[src/rtl/decode_bitin_p_if.sv]
// decode_bitin_p_if: source-FIFO, parser-stream and status signals of the bit extractor.
interface decode_bitin_p_if #(
   parameter int IN_W   = 64,
   parameter int PEEK_W = 13,
   parameter int WID_W  = 4,
   parameter int LVL_W  = $clog2(2*IN_W+1)
);
   logic              ce;
   logic              fo_full;
   logic              src_empty;
   logic [IN_W-1:0]   fi;
   logic              src_eos;
   logic              m_src_getn;
   logic [PEEK_W-1:0] stream_data;
   logic              stream_valid;
   logic [LVL_W-1:0]  stream_level;
   logic [WID_W-1:0]  stream_width;
   logic              stream_ack;
   logic              stream_align;
   logic [31:0]       bit_pos;
   logic              stream_err;
   modport master (
      input  ce, fo_full, src_empty, fi, src_eos, stream_width, stream_ack, stream_align,
      output m_src_getn, stream_data, stream_valid, stream_level, bit_pos, stream_err
   );
   modport slave (
      output ce, fo_full, src_empty, fi, src_eos, stream_width, stream_ack, stream_align,
      input  m_src_getn, stream_data, stream_valid, stream_level, bit_pos, stream_err
   );
endinterface

[src/rtl/decode_bitin_p.sv]
// decode_bitin_p: pops FWFT source words into a left-aligned shift buffer and
// presents an MSB-first peek window that the parser consumes bit-wise.
module decode_bitin_p #(
   parameter int IN_W   = 64,
   parameter int PEEK_W = 13,
   parameter int WID_W  = 4,
   parameter int LVL_W  = $clog2(2*IN_W+1)
) (
   input logic               clk,
   input logic               rst,
   decode_bitin_p_if.master  bus_io
);
   localparam int BUF_W = 2*IN_W;
   logic [BUF_W-1:0] sbuf_q, sbuf_d, cons_buf;
   logic [LVL_W-1:0] level_q, level_d, cons_lvl;
   logic [31:0]      bit_pos_q, bit_pos_d, pos_w, w, n;
   logic [2:0]       pad;
   logic             err_q, err_d, drain, valid, take, bad, pop;
   always_comb begin
      drain    = bus_io.src_eos & bus_io.src_empty;
      valid    = bus_io.ce & ~bus_io.fo_full &
                 (32'(level_q) >= PEEK_W | (drain & level_q != '0));
      take     = valid & (bus_io.stream_ack | bus_io.stream_align);
      w        = bus_io.stream_ack ? 32'(bus_io.stream_width) : 32'd0;
      pos_w    = bit_pos_q + w;
      pad      = bus_io.stream_align ? 3'd0 - pos_w[2:0] : 3'd0;
      n        = w + 32'(pad);
      bad      = take & (n > 32'(level_q) |
                 (bus_io.stream_ack & 32'(bus_io.stream_width) > PEEK_W));
      cons_buf = bad ? '0 : take ? sbuf_q << n : sbuf_q;
      cons_lvl = bad ? '0 : take ? level_q - LVL_W'(n) : level_q;
      // the new word lands directly below whatever survives this cycle's consume
      pop      = rst & bus_io.ce & ~bus_io.src_empty & (32'(level_q) <= IN_W);
      sbuf_d   = pop ? cons_buf | ({bus_io.fi, {IN_W{1'b0}}} >> cons_lvl) : cons_buf;
      level_d  = pop ? cons_lvl + LVL_W'(IN_W) : cons_lvl;
      bit_pos_d = (take & ~bad) ? bit_pos_q + n : bit_pos_q;
      err_d    = err_q | bad;
   end
   always_ff @(posedge clk or negedge rst) begin
      if (!rst) begin
         sbuf_q    <= '0;
         level_q   <= '0;
         bit_pos_q <= '0;
         err_q     <= 1'b0;
      end else if (bus_io.ce) begin
         sbuf_q    <= sbuf_d;
         level_q   <= level_d;
         bit_pos_q <= bit_pos_d;
         err_q     <= err_d;
      end
   end
   assign bus_io.m_src_getn   = ~pop;
   assign bus_io.stream_data  = sbuf_q[BUF_W-1 -: PEEK_W];
   assign bus_io.stream_valid = valid;
   assign bus_io.stream_level = level_q;
   assign bus_io.bit_pos      = bit_pos_q;
   assign bus_io.stream_err   = err_q;
endmodule

[src/flat_wrapper.sv]
// flat-port wrapper written by rule: the top's interface ports become plain ports
module decode_bitin_p_flat 
#(
   parameter int IN_W   = 64,
   parameter int PEEK_W = 13,
   parameter int WID_W  = 4,
   parameter int LVL_W  = $clog2(2*IN_W+1)
)
  (clk, rst, bus_io_ce, bus_io_fo_full, bus_io_src_empty, bus_io_fi, bus_io_src_eos, bus_io_stream_width, bus_io_stream_ack, bus_io_stream_align, bus_io_m_src_getn, bus_io_stream_data, bus_io_stream_valid, bus_io_stream_level, bus_io_bit_pos, bus_io_stream_err);
  decode_bitin_p_if #(.IN_W(IN_W), .PEEK_W(PEEK_W), .WID_W(WID_W), .LVL_W(LVL_W)) bus_io_i ();
  input logic clk;
  input logic rst;
  input wire logic [$bits(bus_io_i.ce)-1:0] bus_io_ce;
  input wire logic [$bits(bus_io_i.fo_full)-1:0] bus_io_fo_full;
  input wire logic [$bits(bus_io_i.src_empty)-1:0] bus_io_src_empty;
  input wire logic [$bits(bus_io_i.fi)-1:0] bus_io_fi;
  input wire logic [$bits(bus_io_i.src_eos)-1:0] bus_io_src_eos;
  input wire logic [$bits(bus_io_i.stream_width)-1:0] bus_io_stream_width;
  input wire logic [$bits(bus_io_i.stream_ack)-1:0] bus_io_stream_ack;
  input wire logic [$bits(bus_io_i.stream_align)-1:0] bus_io_stream_align;
  output wire logic [$bits(bus_io_i.m_src_getn)-1:0] bus_io_m_src_getn;
  output wire logic [$bits(bus_io_i.stream_data)-1:0] bus_io_stream_data;
  output wire logic [$bits(bus_io_i.stream_valid)-1:0] bus_io_stream_valid;
  output wire logic [$bits(bus_io_i.stream_level)-1:0] bus_io_stream_level;
  output wire logic [$bits(bus_io_i.bit_pos)-1:0] bus_io_bit_pos;
  output wire logic [$bits(bus_io_i.stream_err)-1:0] bus_io_stream_err;
  assign bus_io_i.ce = bus_io_ce;
  assign bus_io_i.fo_full = bus_io_fo_full;
  assign bus_io_i.src_empty = bus_io_src_empty;
  assign bus_io_i.fi = bus_io_fi;
  assign bus_io_i.src_eos = bus_io_src_eos;
  assign bus_io_i.stream_width = bus_io_stream_width;
  assign bus_io_i.stream_ack = bus_io_stream_ack;
  assign bus_io_i.stream_align = bus_io_stream_align;
  assign bus_io_m_src_getn = bus_io_i.m_src_getn;
  assign bus_io_stream_data = bus_io_i.stream_data;
  assign bus_io_stream_valid = bus_io_i.stream_valid;
  assign bus_io_stream_level = bus_io_i.stream_level;
  assign bus_io_bit_pos = bus_io_i.bit_pos;
  assign bus_io_stream_err = bus_io_i.stream_err;
  decode_bitin_p #(.IN_W(IN_W), .PEEK_W(PEEK_W), .WID_W(WID_W), .LVL_W(LVL_W)) u_core (.clk(clk), .rst(rst), .bus_io(bus_io_i));
endmodule
[config.mk]
export PLATFORM = sky130hd
export DESIGN_NAME = decode_bitin_p_flat
export DESIGN_NICKNAME = d
export VERILOG_FILES = /design/src/rtl/decode_bitin_p_if.sv /design/src/rtl/decode_bitin_p.sv /design/src/flat_wrapper.sv
export SDC_FILE = /design/constraint.sdc
export NUM_CORES = 1
export LEC_CHECK = 0
export CAP_MARGIN = 15
export CORE_UTILIZATION = 40
export CTS_BUF_LIST = sky130_fd_sc_hd__clkbuf_8
export DETAILED_ROUTE_END_ITERATION = 7
export PLACE_DENSITY_LB_ADDON = 0.1
export SLEW_MARGIN = 20
export SYNTH_ARGS = -nofsm -noshare
export SYNTH_HDL_FRONTEND = slang
export SYNTH_SLANG_ARGS = --single-unit
[constraint.sdc]
create_clock -name clk -period 13.7 [get_ports clk]
set_input_delay 2.055 -clock clk [delete_from_list [all_inputs] [get_ports clk]]
set_output_delay 2.055 -clock clk [all_outputs]
set_load 0.01 [all_outputs]
; ---- Yosys cells after proc, flatten, opt, wreduce, memory -nomap -nowiden
; Index checks and enable logic that the tools add are counted.
; W data, S select, Z words.
[classes]
addsub = 6
magnitude_cmp = 4
shift = 2
muxes = 8
bitwise_logic = 20
reduce_logical = 2
[ops]
columns = op, count
row1 = $mux W128, 3
row2 = $or A128 B128 Y128, 1
row3 = $shl A128 B32 Y128, 1
row4 = $shr A128 B8 Y128, 1
row5 = $add A32 B32 Y32, 1
row6 = $gt A32 B8 Y1, 1
row7 = $mux W8, 3
row8 = $and A1 B1 Y1, 11
row9 = $add A8 B7 Y8 const B, 1
row10 = $ge A8 B4 Y1 const B, 1
row11 = $le A8 B7 Y1 const B, 1
row12 = $reduce_bool A8 Y1, 1
row13 = $sub A8 B8 Y8, 1
row14 = $add A4 B3 Y5, 1
row15 = $gt A4 B4 Y1 const B, 1
row16 = $mux W4, 1
row17 = $not A1 Y1, 4
row18 = $or A1 B1 Y1, 4
row19 = $add A3 B3 Y3, 1
row20 = $mux W3, 1
row21 = $sub A1 B3 Y3 const A, 1
row22 = $reduce_and A2 Y1, 1
[word_totals]
reg_bits = 169
in_bits = 76
output_inout_bits = 56
elab_cells = 46

; ---- Longest topological paths before layout
[logic_depth]
ltp_word = 12
mapped_depth = 30
ltp_nobuf = 22

; ---- Least setup slack after synthesis
; Ideal clock, no wire load.
[synth_timing]
path_kind = input -> register
from = input port bus_io_stream_ack
to = register u_core.sbuf_q[60]
setup_ns = 0.126
t_arrival_ns = 7.877
required_time_ns = 13.574
path_slack_ns = 5.696
stages = 26
path_buffers = 7
path_cell_list = buf_2 -> nand2_1 -> ha_1 -> ha_1 -> xnor2_1 -> a21oi_1 -> and3b_1 -> ha_1 -> a311oi_1 -> a211o_1 -> buf_2 -> buf_1 -> buf_2 -> clkbuf_1 -> ha_1 -> a211oi_1 -> a21oi_1 -> buf_2 -> buf_2 -> o311ai_0 -> nand2_1 -> o211ai_1 -> and3_1 -> nor3_1 -> or3_1 -> a311o_1
[synth_between]
elab_chain_cells = 12
elab_cells_between_ends = 20
classes_between = 4 x add/sub / 1 x order compare / 2 x shift / 7 x mux / 6 x bitwise
[synth_lines]
columns = item, line
row1 = start: declaration, flat_wrapper.sv:19  ; input wire logic [$bits(bus_io_i.stream_ack)-1:0] bus_io_stream_ack;
row2 = $mux W4, decode_bitin_p.sv:24  ; w = bus_io.stream_ack ? 32'(bus_io.stream_width) : 32'd0;
row3 = $add A3 B3 Y3, decode_bitin_p.sv:25  ; pos_w = bit_pos_q + w;
row4 = $sub A1 B3 Y3, decode_bitin_p.sv:26  ; pad = bus_io.stream_align ? 3'd0 - pos_w[2:0] : 3'd0;
row5 = $mux W3, decode_bitin_p.sv:26
row6 = $add A4 B3 Y5, decode_bitin_p.sv:27  ; n = w + 32'(pad);
row7 = $gt A32 B8 Y1, decode_bitin_p.sv:28  ; bad = take & (n > 32'(level_q) |
row8 = $or A1 B1 Y1, decode_bitin_p.sv:28
row9 = $and A1 B1 Y1, decode_bitin_p.sv:28
row10 = $mux W8, decode_bitin_p.sv:31  ; cons_lvl = bad ? '0 : take ? level_q - LVL_W'(n) : level_q;
row11 = $shr A128 B8 Y128, decode_bitin_p.sv:34  ; sbuf_d = pop ? cons_buf | ({bus_io.fi, {IN_W{1'b0}}} >> cons_lvl) : cons_buf;
row12 = $or A128 B128 Y128, decode_bitin_p.sv:34
row13 = $mux W128 *, decode_bitin_p.sv:34
row14 = end signal: assignment, decode_bitin_p.sv:46  ; sbuf_q <= sbuf_d;
row15 = end: declaration, decode_bitin_p.sv:14  ; logic [BUF_W-1:0] sbuf_q, sbuf_d, cons_buf;
; Mark *: on every way between the ends. The rest lies on a longest branch, timed or not.
; A chain may end at the register's enable or synchronous reset.

; ---- Worst setup path in the final report
[layout_timing]
from = input port bus_io_stream_ack
to = register u_core.sbuf_q[0]
; Same word-level chain as after synthesis.

==> impl_metrics.toml <==
[status]
status = "finished, final reports clean"

[detailed_routing]
via_per_inst = 7.388
remaining_drc_errors = 0
routed_wl_um = 119300
drt_iter0_markers = 3731
firstDrtPassIters = 6
vias = 24927
post_drt_wl_per_cell_um = 35.36
final_antenna_net_count = 0

[synthesis]
synth.cell_area_um2 = 21970
ys_warn_count = 0
yosys-top-cells-area = "dfrtp_1 (19%), mux2i_1 (18%), mux4_2 (6.9%), nand2_1 (6.8%), a21oi_1 (2.9%)"
synth.most_common_cell = "nand2_1"
ys_seq_area_share_pct = 19.25
synth_edf_count = 0
synth_top_cell_by_area = "dfrtp_1"
ys_ff_latch = 169
syn_nets = 2801
synth.top_cell.area_share_pct = 19.25
yosys_most_used_dff = "dfrtp_1"
syn_avg_cell_area_um2 = 8.126
async_flop_share_pct = 100.0
synth_common_cells = "nand2_1 (397), mux2i_1 (393), dfrtp_1 (169), nor2_1 (147), a21oi_1 (128)"
ys_types = 104
postSynthCellCount = 2704

[floorplanning]
start_util_pct = 40.67
die_w_um = 236.4
core_area_um2 = 54030
die_h_um = 236.4
die_area_um2 = 55880
ioPinCount = 132
rows = 85

[clock_tree]
cts_buffers = 17
clockBufferDepth = 2
cts_sinks = 169
clk_pin_slew_ns = 0.14
clock_latency_ns = 0.61
cts_tree = "built"
post_cts_resized = 0
cts_hold_buf = 0
cts-root-buf = "clkbuf_8"
h-tree-depth = 4
post_cts.repair.setup_buffers = 0

[sta]
setup_viol = 0
whs_ns = 0.4855
max_slew_margin_pct = 19.87
clock.fmax_mhz = 102.5
rsz0062_at_grt = "false"
min_period_ns = 9.752
worstMarginPinSlew_ns = 1.189
final.setup.tns_ns = 0
final_hold_viol_count = 0
fin_skew_ns = 0.03774
report.final.slew_viol_count = 0
period_share_pct = 71.18

[critical_path]
arrival_ns = 10.26
cp_slowest_cell = "a22oi_1"
cp_data_required_time_ns = 14.21
cp_slowest_stage_delay_ns = 0.92
cp_top_family = "compound AO/OA/AOI/OAI gates"
crit_type = "input pin to flip-flop"
path_buf_inv = 4
path_common_cell = "ha_1"
crit_fanout = 47
cp-end-kind = "flip-flop"
worstSetupStartpointType = "input pin"

[run]
drv_cap = 0

[final_layout]
layout-drive-gt1-share_pct = 9.584
synthToLayoutAreaGrowth_pct = 9.395
nNetsFinal = 2755

[global_routing]
grt_max_degree = 106
grt_pass1_vias = 23359
grt-ovfl-total = 0
grtUsageTotal_pct = 41.87
grt_pass1_wl_um = 171200
antenna_found_initial = 9

[placed_design]
portBuffers = 131
dpl.hpwl_um = 88550
gp_congestion = 1.054

[worst_hold_path]
min_path_type = "flip-flop to flip-flop"
worst reg2reg max path, cell delays in order (launching register included):
cell     delay [ns]
dfrtp_1        0.45
inv_1          0.11
ha_1           0.21
ha_1           0.20
xnor2_1        0.18
nand3_1        0.09
and3b_1        0.19
ha_1           0.36
nor2b_1        0.16
nor2_1         0.08
nor2_4         0.07
buf_4          0.47
ha_1           0.39
nor4b_2        0.19
mux2i_1        0.19
a21oi_4        0.16
buf_4          0.44
o31a_2         0.71
inv_2          0.43
nor2_1         0.86
a32o_1         0.32
o21ai_0        0.29
a22oi_1        0.93
nor3_1         0.08
a311o_1        0.35
routing by layer:
metal | track usage [%] | up-vias | share of wire, %
met2 | 63.65 | 1680 | 44
li1 | - | 10420 | -
met3 | 11.06 | 380 | 10
met1 | 54.35 | 12433 | 40
met4 | 21.53 | 14 | 5.9
met5 | 0 | - | 0.17
through the flow:
step	cell area, um2	setup WS (ns)	std cells	utilization (%)
floorplan	21970	5.696	2704	-
global placement	23580	3.615	3335	43.64
detailed placement	23580	3.569	3335	43.65
CTS	24010	4.155	3367	44.45
global route	24030	3.622	3369	44.47
finish	24040	3.948	3374	44.49
worst paths after layout:
kind | start | endpoint | slack (ns) | depth (start not counted)
max in group asynchronous | rst | u_core.sbuf_q[11] | 10.00 | 3
worst max register to register | u_core.bus_io.bit_pos[0] | u_core.sbuf_q[0] | 5.68 | 24
worst min-delay path | u_core.bus_io.bit_pos[31] | u_core.bus_io.bit_pos[31] | 0.49 | 1
worst min register to register | u_core.bus_io.bit_pos[31] | u_core.bus_io.bit_pos[31] | 0.49 | 1
min in group asynchronous | rst | u_core.bus_io.stream_level[0] | 1.41 | 1
worst max-delay path | bus_io_stream_ack | u_core.sbuf_q[0] | 3.95 | 25
registers in the layout, summed over array words and instances (netlist names):
| register | flops |
|---|---|
| u_core.bus_io.bit_pos | 32 |
| u_core.bus_io.stream_err | 1 |
| u_core.sbuf_q | 128 |
| u_core.bus_io.stream_level | 8 |
cell type report:
type | instances | area [um2]
Fill cell | 5443 | 29990
Multi-Input combinational cell | 2234 | 16520
Antenna cell | 7 | 17.52
Clock inverter | 15 | 198.9
Clock buffer | 17 | 234.0
Tap cell | 696 | 870.8
Inverter | 40 | 155.1
Timing Repair Buffer | 196 | 1810
Sequential cell | 169 | 4229
kinds of logic (layout without fill, tap and decap cells):
family          after synthesis  after routing  synth area share, %
simple gates                862            862                17.90
compound gates              836            836                28.45
mux                         475            475                25.54
buf+inv                     301            268                6.002
flops                       169            169                19.25
xor+xnor                     39             39                1.555
fa+ha+maj                    22             22                1.310
other cells                   0              7                    0
layout by cell type, fill, tap and decap left out, types with 26 or more instances in the layout:
| master | instances |
|---|---|
| o311ai_0 | 38 |
| nor2b_1 | 35 |
| a211oi_1 | 30 |
| a31oi_1 | 35 |
| nor3_1 | 40 |
| mux4_2 | 67 |
| a32oi_1 | 36 |
| a21o_1 | 26 |
| xnor2_1 | 27 |
| buf_4 | 65 |
| o21ai_0 | 100 |
| a22o_1 | 27 |
| nand4_1 | 51 |
| nor2_1 | 139 |
| inv_1 | 30 |
| mux2i_1 | 393 |
| nand3_1 | 105 |
| o211ai_1 | 59 |
| dfrtp_1 | 169 |
| nand2_1 | 396 |
| clkdlybuf4s50_1 | 129 |
| a21oi_1 | 127 |
| a221oi_1 | 53 |
Power is left out: the tool's default activity adds up to more than one toggle a clock period on the data nets, which glitch-free logic cannot reach.
